<file path="config.mk">
export PLATFORM = sky130hd
export DESIGN_NAME = tl_xbar_demux
export DESIGN_NICKNAME = d
export VERILOG_FILES = /design/src/rtl/tl_xbar_pkg.sv /design/src/rtl/tl_xbar_slice.sv /design/src/rtl/tl_xbar_demux.sv
export SDC_FILE = /design/constraint.sdc
export NUM_CORES = 1
export LEC_CHECK = 0
export CAP_MARGIN = 25
export CORE_AREA = 2 2 39 41
export CTS_CLUSTER_DIAMETER = 60
export DETAILED_ROUTE_END_ITERATION = 16
export DIE_AREA = 0 0 41 43
export PLACE_DENSITY = 0.64
export SLEW_MARGIN = 10
export SYNTH_ARGS = -nofsm -noshare
export SYNTH_HDL_FRONTEND = slang
export SYNTH_SLANG_ARGS = --single-unit
</file>
<file path="constraint.sdc">
create_clock -name clk_i -period 3.97 [get_ports clk_i]
set_clock_uncertainty 0.15 [all_clocks]
set_input_delay 0.9925 -clock clk_i [delete_from_list [all_inputs] [get_ports clk_i]]
set_output_delay 0.9925 -clock clk_i [all_outputs]
set_load 0.02 [all_outputs]
</file>
<file path="src/rtl/tl_xbar_pkg.sv">
// Shared TileLink crossbar definitions: default sizing, select index type and
// assertion message strings used by the A-channel demultiplexer.
package tl_xbar_pkg;

  localparam int unsigned TL_XBAR_N_SLAVE   = 2;
  localparam int unsigned TL_XBAR_MAX_TRANS = 4;

  typedef logic [$clog2(TL_XBAR_N_SLAVE)-1:0] tl_xbar_sel_t;

  localparam string MSG_RSP_UNDERFLOW = "tl_xbar_demux: rsp_done_i with no outstanding transaction";
  localparam string MSG_CNT_OVERFLOW  = "tl_xbar_demux: transaction issued with counter at MAX_TRANS";

endpackage

</file>
<file path="src/rtl/tl_xbar_slice.sv">
// Two-entry valid/ready spill register: full throughput, one cycle latency and
// a fully registered ready towards the upstream side.
module tl_xbar_slice #(
  parameter type DATA_T = logic [0:0]
) (
  input  logic  clk_i,
  input  logic  rst_i,
  input  DATA_T in_data_i,
  input  logic  in_valid_i,
  output logic  in_ready_o,
  output DATA_T out_data_o,
  output logic  out_valid_o,
  input  logic  out_ready_i
);

  DATA_T a_data_q, a_data_d, b_data_q, b_data_d;
  logic  a_full_q, a_full_d, b_full_q, b_full_d;
  logic  in_hs;

  assign in_ready_o  = !b_full_q;
  assign out_valid_o = a_full_q;
  assign out_data_o  = a_data_q;
  assign in_hs       = in_valid_i && !b_full_q;

  // Entry A faces the output; entry B only fills while A is stalled.
  always_comb begin
    a_full_d = a_full_q;
    a_data_d = a_data_q;
    b_full_d = b_full_q;
    b_data_d = b_data_q;
    if (!a_full_q || out_ready_i) begin
      if (b_full_q) begin
        a_full_d = 1'b1;
        a_data_d = b_data_q;
        b_full_d = 1'b0;
      end else begin
        a_full_d = in_hs;
        a_data_d = in_data_i;
      end
    end else if (in_hs) begin
      b_full_d = 1'b1;
      b_data_d = in_data_i;
    end
  end

  // NOTE: the payload registers are reset as well so a cleared slice never
  // exposes a stale beat, at the cost of reset fan-out on the data path.
  always_ff @(posedge clk_i or posedge rst_i) begin
    if (rst_i) begin
      a_full_q <= 1'b0;
      b_full_q <= 1'b0;
      a_data_q <= '0;
      b_data_q <= '0;
    end else begin
      a_full_q <= a_full_d;
      b_full_q <= b_full_d;
      a_data_q <= a_data_d;
      b_data_q <= b_data_d;
    end
  end

endmodule

</file>
<file path="src/rtl/tl_xbar_demux.sv">
// Per-master A-channel demux: routes bursts atomically to one slave port and
// locks to that slave while transactions are outstanding. TL_XBAR_DEMUX_SLICE_EN adds output spill slices.
module tl_xbar_demux
  import tl_xbar_pkg::*;
#(
  parameter int unsigned N_SLAVE   = TL_XBAR_N_SLAVE,
  parameter type         DATA_T    = logic [0:0],
  parameter int unsigned MAX_TRANS = TL_XBAR_MAX_TRANS
) (
  input  logic                       clk_i,
  input  logic                       rst_i,
  input  DATA_T                      inp_data_i,
  input  logic [$clog2(N_SLAVE)-1:0] inp_sel_i,
  input  logic                       inp_last_i,
  input  logic                       inp_valid_i,
  output logic                       inp_ready_o,
  output DATA_T [N_SLAVE-1:0]        oup_data_o,
  output logic  [N_SLAVE-1:0]        oup_valid_o,
  input  logic  [N_SLAVE-1:0]        oup_ready_i,
  input  logic                       rsp_done_i
);

  localparam int unsigned      SEL_W   = $clog2(N_SLAVE);
  localparam int unsigned      CNT_W   = $clog2(MAX_TRANS + 1);
  localparam logic [CNT_W-1:0] CNT_MAX = CNT_W'(MAX_TRANS);

  logic [CNT_W-1:0]   cnt_q, cnt_d;
  logic [SEL_W-1:0]   lock_q, lock_d, tgt;
  logic               burst_q, burst_d;
  logic               issuable, hs, inc, dec;
  logic [N_SLAVE-1:0] port_valid, port_ready;

  // NOTE: every signal driven here gets a default before any conditional
  // assignment, so the block stays purely combinational with no latches.
  always_comb begin
    tgt         = (burst_q || cnt_q != '0) ? lock_q : inp_sel_i;
    issuable    = !rst_i && (burst_q || cnt_q == '0 ||
                             (inp_sel_i == lock_q && cnt_q < CNT_MAX));
    port_valid  = '0;
    inp_ready_o = 1'b0;
    for (int i = 0; i < N_SLAVE; i++) begin
      if (tgt == SEL_W'(i)) begin
        port_valid[i] = issuable && inp_valid_i;
        inp_ready_o   = issuable && port_ready[i];
      end
    end
  end

  assign hs  = inp_valid_i && inp_ready_o;
  assign inc = hs && inp_last_i;
  assign dec = rsp_done_i && cnt_q != '0;

  always_comb begin
    burst_d = burst_q;
    lock_d  = lock_q;
    cnt_d   = cnt_q;
    if (hs) begin
      burst_d = !inp_last_i;
      if (!burst_q) lock_d = tgt;
    end
    if (inc && !dec)      cnt_d = cnt_q + CNT_W'(1);
    else if (dec && !inc) cnt_d = cnt_q - CNT_W'(1);
  end

  // NOTE: state registers use non-blocking assignments so every flop samples
  // the pre-edge values regardless of process evaluation order.
  always_ff @(posedge clk_i or posedge rst_i) begin
    if (rst_i) begin
      cnt_q   <= '0;
      lock_q  <= '0;
      burst_q <= 1'b0;
    end else begin
      cnt_q   <= cnt_d;
      lock_q  <= lock_d;
      burst_q <= burst_d;
    end
  end

`ifdef TL_XBAR_DEMUX_SLICE_EN
  for (genvar g = 0; g < N_SLAVE; g++) begin : g_slice
    tl_xbar_slice #(.DATA_T(DATA_T)) u_slice (
      .clk_i       (clk_i),
      .rst_i       (rst_i),
      .in_data_i   (inp_data_i),
      .in_valid_i  (port_valid[g]),
      .in_ready_o  (port_ready[g]),
      .out_data_o  (oup_data_o[g]),
      .out_valid_o (oup_valid_o[g]),
      .out_ready_i (oup_ready_i[g])
    );
  end
`else
  assign oup_valid_o = port_valid;
  assign port_ready  = oup_ready_i;
  for (genvar g = 0; g < N_SLAVE; g++) begin : g_pass
    assign oup_data_o[g] = inp_data_i;
  end
`endif

  a_rsp_underflow: assert property (@(posedge clk_i) disable iff (rst_i)
    !(rsp_done_i && cnt_q == '0))
    else $error("%s", MSG_RSP_UNDERFLOW);

  a_cnt_overflow: assert property (@(posedge clk_i) disable iff (rst_i)
    !(inc && cnt_q == CNT_MAX))
    else $error("%s", MSG_CNT_OVERFLOW);

endmodule

</file>
# ---- Word level (Yosys, flattened, before mapping)
# Cells that the tools add are included.
dict set report totals {
  elab_cells 35
  input_bits 9
  out_inout_bits 5
  reg_bits 5
}
dict set report op_classes {
  add_sub_neg 2
  order_cmp 1
  n_bitwise 1
  eq_ne 1
  n_mux 6
  reduce_logical 21
}
# cell n
set ops {}
lappend ops {{1-bit logical AND} 10}
lappend ops {{3-bit two-way mux} 2}
lappend ops {{1-bit logical NOT} 4}
lappend ops {{1-bit two-way mux} 4}
lappend ops {{3-bit by 1-bit adder with 3-bit output (second input constant)} 1}
lappend ops {{3-bit logical NOT} 1}
lappend ops {{1-bit logical OR} 3}
lappend ops {{3-bit less-than comparator (second input constant)} 1}
lappend ops {{3-bit nonzero test} 1}
lappend ops {{3-bit by 1-bit subtractor with 3-bit output (second input constant)} 1}
lappend ops {{2-bit AND reduction} 1}
lappend ops {{2-bit nonzero test} 1}
lappend ops {{1-bit == test} 1}
lappend ops {{1-bit NOT} 1}

# ---- Depth between registers and ports, before layout
dict set report logic_depth {
  ltp_word 12
  mapped_depth 10
  depth_no_buf 10
}

# ---- Worst setup path before layout
# Ideal clock, no wire load.
dict set report synth_path {
  path_type {input port to flip-flop}
  from {in oup_ready_i[0]}
  to {reg cnt_q[2]}
  required_ns 3.741
  cell_stages 10
  setup_time_ns 0.079
  arrival_ns 2.762
  setup_slack_ns 0.979
  path_buffers 0
  path_cell_list {or2b_2 -> a21o_2 -> a21oi_1 -> and2_1 -> ha_1 -> inv_1 -> fa_1 -> xor2_1 -> nor2_1 -> xor2_1}
}
dict set report synth_between {
  elab_chain_len 7
  elab_cells_between_ends 9
  classes_between {2 x mux; 7 x reduce/logical}
}
# item line_no
set synth_rtl {}
lappend synth_rtl {{start, declared} tl_xbar_demux.sv:19} ;# input logic [N_SLAVE-1:0] oup_ready_i,
lappend synth_rtl {{1-bit logical AND (*)} tl_xbar_demux.sv:44} ;# inp_ready_o = issuable && port_ready[i];
lappend synth_rtl {{1-bit two-way mux (*)} tl_xbar_demux.sv:42} ;# if (tgt == SEL_W'(i)) begin
lappend synth_rtl {{1-bit logical AND (*)} tl_xbar_demux.sv:49} ;# assign hs = inp_valid_i && inp_ready_o;
lappend synth_rtl {{1-bit logical AND (*)} tl_xbar_demux.sv:50} ;# assign inc = hs && inp_last_i;
lappend synth_rtl {{1-bit logical NOT} tl_xbar_demux.sv:62} ;# else if (dec && !inc) cnt_d = cnt_q - CNT_W'(1);
lappend synth_rtl {{1-bit logical AND} tl_xbar_demux.sv:62}
lappend synth_rtl {{2-bit nonzero test (no source line)} n/a}
lappend synth_rtl {{end signal, assigned} tl_xbar_demux.sv:73} ;# cnt_q <= cnt_d;
lappend synth_rtl {{end, declared} tl_xbar_demux.sv:27} ;# logic [CNT_W-1:0] cnt_q, cnt_d;
# Every way passes the cells marked *; elsewhere a longest branch is shown, timed or not.
# A chain may end at the register's enable or synchronous reset.

# ---- Worst setup path after layout
dict set report layout_path {
  from {in inp_sel_i}
  to {out oup_valid_o[0]}
}
dict set report layout_between {
  elab_chain_len 6
  elab_cells_between_ends 7
  classes_between {1 x eq/ne; 2 x mux; 4 x reduce/logical}
}
# item line_no
set layout_rtl {}
lappend layout_rtl {{start, declared} tl_xbar_demux.sv:13} ;# input logic [$clog2(N_SLAVE)-1:0] inp_sel_i,
lappend layout_rtl {{1-bit == test} tl_xbar_demux.sv:38} ;# (inp_sel_i == lock_q && cnt_q < CNT_MAX));
lappend layout_rtl {{1-bit logical AND} tl_xbar_demux.sv:38}
lappend layout_rtl {{1-bit logical OR} tl_xbar_demux.sv:37} ;# issuable = !rst_i && (burst_q || cnt_q == '0 ||
lappend layout_rtl {{1-bit logical AND} tl_xbar_demux.sv:37}
lappend layout_rtl {{1-bit logical AND} tl_xbar_demux.sv:43} ;# port_valid[i] = issuable && inp_valid_i;
lappend layout_rtl {{1-bit two-way mux (*)} tl_xbar_demux.sv:42}
lappend layout_rtl {{end, declared} tl_xbar_demux.sv:18} ;# output logic [N_SLAVE-1:0] oup_valid_o,
# Marked as above.

==> impl_results.md <==
- Outcome: finished clean
- Largest net degree at the start of global routing: 7
- Number of synthesized flops with an enable pin: 0
- Async SR Flop Fraction: 100%
- Worst-skew pair later-pin latency: between 200 and 250 ps
- Final TNS setup: 0 ps
- Share of layout cells above drive strength 1: around a quarter
- Primary FF master, synth: dfrtp_1
- Commonest non-fill, non-tap cell in the layout: clkdlybuf4s50_1
- First-pass GRT wire length: about 1200 um
- Drt pass-1 iters: 2
- Ranking of synthesized cells by area: dfrtp_1 30%, nor4_4 5.1%, fa_1 4.8%
- Mux cell area share after synthesis: roughly 7.6%
- Crit. End Element: primary output
- Core area: ~1400 um^2
- Crit-path max FO: 5
- DP HPWL: 581 um
- Least-Margin Pin Slew: between 300 and 400 ps
- Cell-internal power: approximately 0.21 mW
- Critical Path AT: between 2000 and 3000 ps
- Number of vias per cell: about 4.5
- Share of the synthesized area in the top cell type: between 30% and 40%
- CTS root buf: clkbuf_4
- Maximum Capacitance Violations: 0
- Die area: between 1500 and 2000 um^2
- Netlist cell types: 26
- Max-slew violation count: 0
- Headroom to the max-slew limit: a little under 80%
- Final std cells w/o fill: 69
- Max Buffers Root-to-Sink: 2
- H-Tree Depth: 1
- CTS sink cnt: 5
- Synthesis-to-layout area growth: 36.0%
- Post-route antenna net violation count: 0
- RSZ-0062 raised after global routing: false
- Critical path launch point type: primary input
- DRT iter0 DRCs: 1
- Tmin final: about 3800 ps
- Routed len/inst: between 10 and 15 um
- Hold_buf cts: 0
- Compound-Gate Fraction of Synth Area: between 15 and 20%
- CTS buffer count: 3
- Vias in the first global route: about 300
- Site Rows: 14
- Simple-gate area share of the yosys netlist: between 10% and 20%
- Sequential share of the synthesized area: 30.2%
- IO buf count: 10
- CTS clk-pin slew, worst paths: ~50 ps
- Final hold vios: 0
- Data required time of the critical path: between 2000 and 3000 ps
- Most frequent cells in the layout: 9 x clkdlybuf4s50_1, 5 x dfrtp_1, 3 x inv_1, 3 x clkbuf_4
- Netlist Area Pre-Place: 414 um^2
- # diodes: 0
- # IOs: 14
- Kind of critical path: primary input to primary output
- Placed cell area: about 530 um^2
- Dpl ws: slightly below 80 ps
- TritonCTS clock tree: yes
- Combinational share of power: 46.3%
- Cell taking the most area after synthesis: dfrtp_1
- Largest family of logic cells by synthesized area: compound AO/OA/AOI/OAI gates
- DRC viols: 0
- Gp weighted congestion: around 0.66
- Effective utilization at floorplan: 29.9%
- Hold slack: roughly 410 ps
- Fmax: 264 MHz
- Nets@finish: 65
- Leakage: roughly 0.24 nW
- Final setup vio count: 0
- Sw Pwr: 0.145 mW
- Overflow after GRT: 0
- Synthesized-area fraction occupied by adder cells: slightly below 8%
- Final WS setup: between 150 and 200 ps
- DP Cell Count: 65
- Vias after detailed routing: 311
- Die Width: 41 um
- Switching part of the total: ~41%
- Synth Area in XOR/XNOR: 8.46%
- Final wirelength: around 760 um
- Syn_area_per_cell: around 10 um^2
- Period utilisation layout: a little over nine tenths
- Clock power frac: between 10% and 20%
- Fin area: around 560 um^2
- Share of power burned in registers: 36.6%
- Synth Net Count: 51
- VDD IR-drop max: ~370 uV
- Pwr Density: 629 nW/um^2
- Flops & latches, synth: 5
- Synth warn: 0
- Antenna violations before repair: 0
- # Post-CTS Setup Buffers: 0
- Worst min path class: flop to flop
- Mapped Cells: 40
- Die Ht: 43 um
- GRT Total Usage: under 10%
logic make-up after synthesis:
| kind of cell | after synthesis |
|---|---|
| adders and majority gates | 2 |
| and+or+nand+nor | 11 |
| DFF | 5 |
| muxes | 3 |
| buffers and inverters | 5 |
| AOI/OAI and AO/OA | 10 |
| xor gates and xnor gates | 4 |
final timing paths:
| check | slack (ps) | cells past startpoint | endpoint | startpoint |
|---|---|---|---|---|
| max in group asynchronous | 2640 | 3 | burst_q | rst_i |
| worst max-delay path | 180 | 5 | oup_valid_o[0] | inp_sel_i |
| worst max register to register | 1350 | 10 | cnt_q[2] | cnt_q[0] |
| min in group asynchronous | 920 | 3 | cnt_q[2] | rst_i |
| worst min-delay path | 410 | 1 | cnt_q[2] | cnt_q[2] |
| worst min register to register | 410 | 1 | cnt_q[2] | cnt_q[2] |
routing by layer:
metal	vias up	wire length [um]	GRT usage, %
met5	-	0	0
met2	8	340	12.2
li1	166	-	-
met3	0	52	2.09
met1	137	368	14.0
met4	0	0	8.00
synth_stat cells (2+ instances only):
master,n
dfrtp_1,5
inv_1,3
a21oi_1,2
buf_4,2
mux2i_1,2
nand2_1,2
nor2_1,2
or2b_2,2
xnor2_1,2
xor2_1,2
state kept, by name, indices dropped and copies added, names as in the netlist:
name / cells
burst_q: 1
cnt_q: 3
lock_q: 1
stage by stage:
| stage | util (%) | power (mW) |
|---|---|---|
| after global routing | 40.7 | 0.381 |
| after global placement | 38.1 | 0.293 |
| final | 40.7 | 0.354 |
| after CTS | 40.0 | 0.354 |
| after detailed placement | 38.1 | 0.293 |
| after floorplan | - | 0.247 |
layout make-up:
cell class / count / area (um^2)
clock buffers: 4 / 26.3
fillers: 142 / 821
inverters: 3 / 11.3
multi-input cells: 30 / 270
flip-flops and latches: 5 / 125
well taps: 16 / 20.0
repair buffers: 11 / 110
worst max-delay path: stages:
cell and delay [ps]:
clkdlybuf4s50_1 550, xnor2_2 150, o2111ai_2 200, nor2b_1 150, clkdlybuf4s50_1 610
power groups by stage:
stage                     logic (mW)  registers, mW  clock network (mW)
after detailed placement       0.164          0.129                   0
after floorplan                0.127          0.120                   0
after global routing           0.182          0.136              0.0640
final                          0.164          0.130              0.0604
after CTS                      0.164          0.129              0.0617
after global placement         0.164          0.128                   0
timing repair:
action / CTS / global route
endpoints found under the setup margin: 0 / 2
gates resized for setup: 0 / 2
hold endpoints to repair: 0 / 0
No activity file was read; power rests on OpenSTA's default activity.
==> RTL change: new RTL, config.mk and constraints unchanged <==
The package constant `TL_XBAR_MAX_TRANS` goes from 4 to 16.
--- a/src/rtl/tl_xbar_pkg.sv
+++ b/src/rtl/tl_xbar_pkg.sv
@@ -3,7 +3,7 @@
 package tl_xbar_pkg;
 
   localparam int unsigned TL_XBAR_N_SLAVE   = 2;
-  localparam int unsigned TL_XBAR_MAX_TRANS = 4;
+  localparam int unsigned TL_XBAR_MAX_TRANS = 16;
 
   typedef logic [$clog2(TL_XBAR_N_SLAVE)-1:0] tl_xbar_sel_t;
 
Check against the original RTL: not equivalent (Yosys sat finds a counterexample within 10 cycles, from zero or initial values and one cycle with rst_i high).
==> RTL change against the unedited design <==
Wire length rose by 48%. Worst setup slack improved by 0.019 ns. Via count rose by 50%. Power rose by 35%. Synthesized area rose by 33%. Final cell count rose by 35%. Highest routed layer unchanged. Sequential cell count rose by 2. Design area rose by 38%.
==> RTL change: results (changes against the unedited design) <==
[finish]
final_nets=92  ; was 65
drive_gt1_share_pct=24.7  ; was 24.5%
reg_top3=cnt_q x5, burst_q x1, lock_q x1  ; was cnt_q x3, burst_q x1, lock_q x1
nFillCells=134  ; was 142
instances_no_fill=93  ; was 69
largest_register=cnt_q  ; unchanged

[power_and_ir_drop]
power_switching_uw=191  ; was 145 uW
ir_worst_vdd_mv=0.348  ; was 0.371 mV
switching_share_pct=39.8  ; was 40.9%
seqPwrFrac_pct=34.0  ; was 36.6%
p_leak_nw=0.375  ; was 0.237 nW
pwr-share-clk_pct=13.3  ; was 17.1%

[hold_path]
worstHoldPathType=reg2reg  ; unchanged

[yosys]
synth_fp_nets=71  ; was 51
syn-instance-count=57  ; was 40
seq_area_frac_synth_pct=31.7  ; was 30.2%
netlist_top_cells_area=dfrtp_1 (32%), ha_1 (9.1%), xnor2_1 (4.8%)  ; was dfrtp_1 (30%), nor4_4 (5.1%), fa_1 (4.8%)
synth_common_cells=dfrtp_1 (7), nor2_1 (5), ha_1 (4), nand2_1 (4)  ; was dfrtp_1 (5), inv_1 (3)
ys_warn_count=0  ; unchanged

[place]
placed_cells_incl_taps=89  ; was 65
placed_cell_area_um2=721  ; was 527 um2
dp_hpwl_um=902  ; was 581 um
gp_congestion=0.629  ; was 0.660

[status]
status=finished clean  ; unchanged

[global_routing]
grt_pass1_vias=490  ; was 294
grt_max_degree=8  ; was 7
grt_use_total_pct=16.5  ; was 9.88%
grt_pass1_wl_um=1980  ; was 1170 um

[clock_tree]
cts_max_path_buffers=2  ; unchanged
htree_levels=1  ; unchanged

[routing]
vias_per_cell=5.03  ; was 4.51
wl_per_cell_um=12.2  ; was 11.0 um
drt_iter0_markers=0  ; was 1
first_pass_iters=1  ; was 2

[worst_setup_path]
arrival_ns=3.75  ; was 2.65 ns
cp_max_fo=4  ; was 5
slowest_delay_ns=0.50  ; was 0.61 ns

[timing]
slew_headroom_pct=79.8  ; was 79.2%

## RTL change: routing by layer
layer	routed length, um	GRT usage [%]	vias to the layer above
met5	0	0	-
met4	0	4.00	0
met3	54	4.71	0
met2	617	29.1	11
met1	458	18.1	218
li1	-	-	239
## RTL change: cell families after synthesis
logic type,synth area share (%)
xor+xnor,9.53
mux,8.39
simple gates,18.8
buf+inv,5.44
fa+ha+maj,12.7
compound gates,13.4
flops,31.7
## RTL change: layout make-up
class / count / area share, %
multi-input combinational: 44 / 48.1
sequential: 7 / 22.5
timing repair buffer: 19 / 22.0
clock buffer: 4 / 3.38
tap: 16 / 2.57
inverter: 3 / 1.45
## RTL change: through the flow
step           util (%)  setup WS (ns)
3_3_place_gp       52.1         -0.137
5_1_grt            56.2        0.00925
4_1_cts            54.4        0.00956
3_5_place_dp       52.1         -0.134
6_report           56.2          0.195
2_1_floorplan         -          0.524
## RTL change: final timing paths
kind,start,end,slack (ns),cells after the start
max,inp_sel_i,cnt_q[4],0.20,14
min,cnt_q[4],cnt_q[4],0.35,1
max reg2reg,cnt_q[4],cnt_q[4],0.70,13
min reg2reg,cnt_q[4],cnt_q[4],0.35,1
max in group asynchronous,rst_i,lock_q,2.59,3
min in group asynchronous,rst_i,burst_q,0.96,3
## RTL change: critical path: cells and delay by family
kind / cells / cell delay, ns
fa+ha+maj: 2 / 0.55
simple gates: 5 / 0.64
xor+xnor: 2 / 0.27
compound gates: 3 / 0.70
buf+inv: 2 / 0.60
## RTL change: timing repair
item | 4_1_cts | 5_1_grt
endpoints found under the setup margin | 2 | 3
resized for setup | 2 | 4
hold endpoints to repair | 0 | 0
gates cloned | 0 | 0
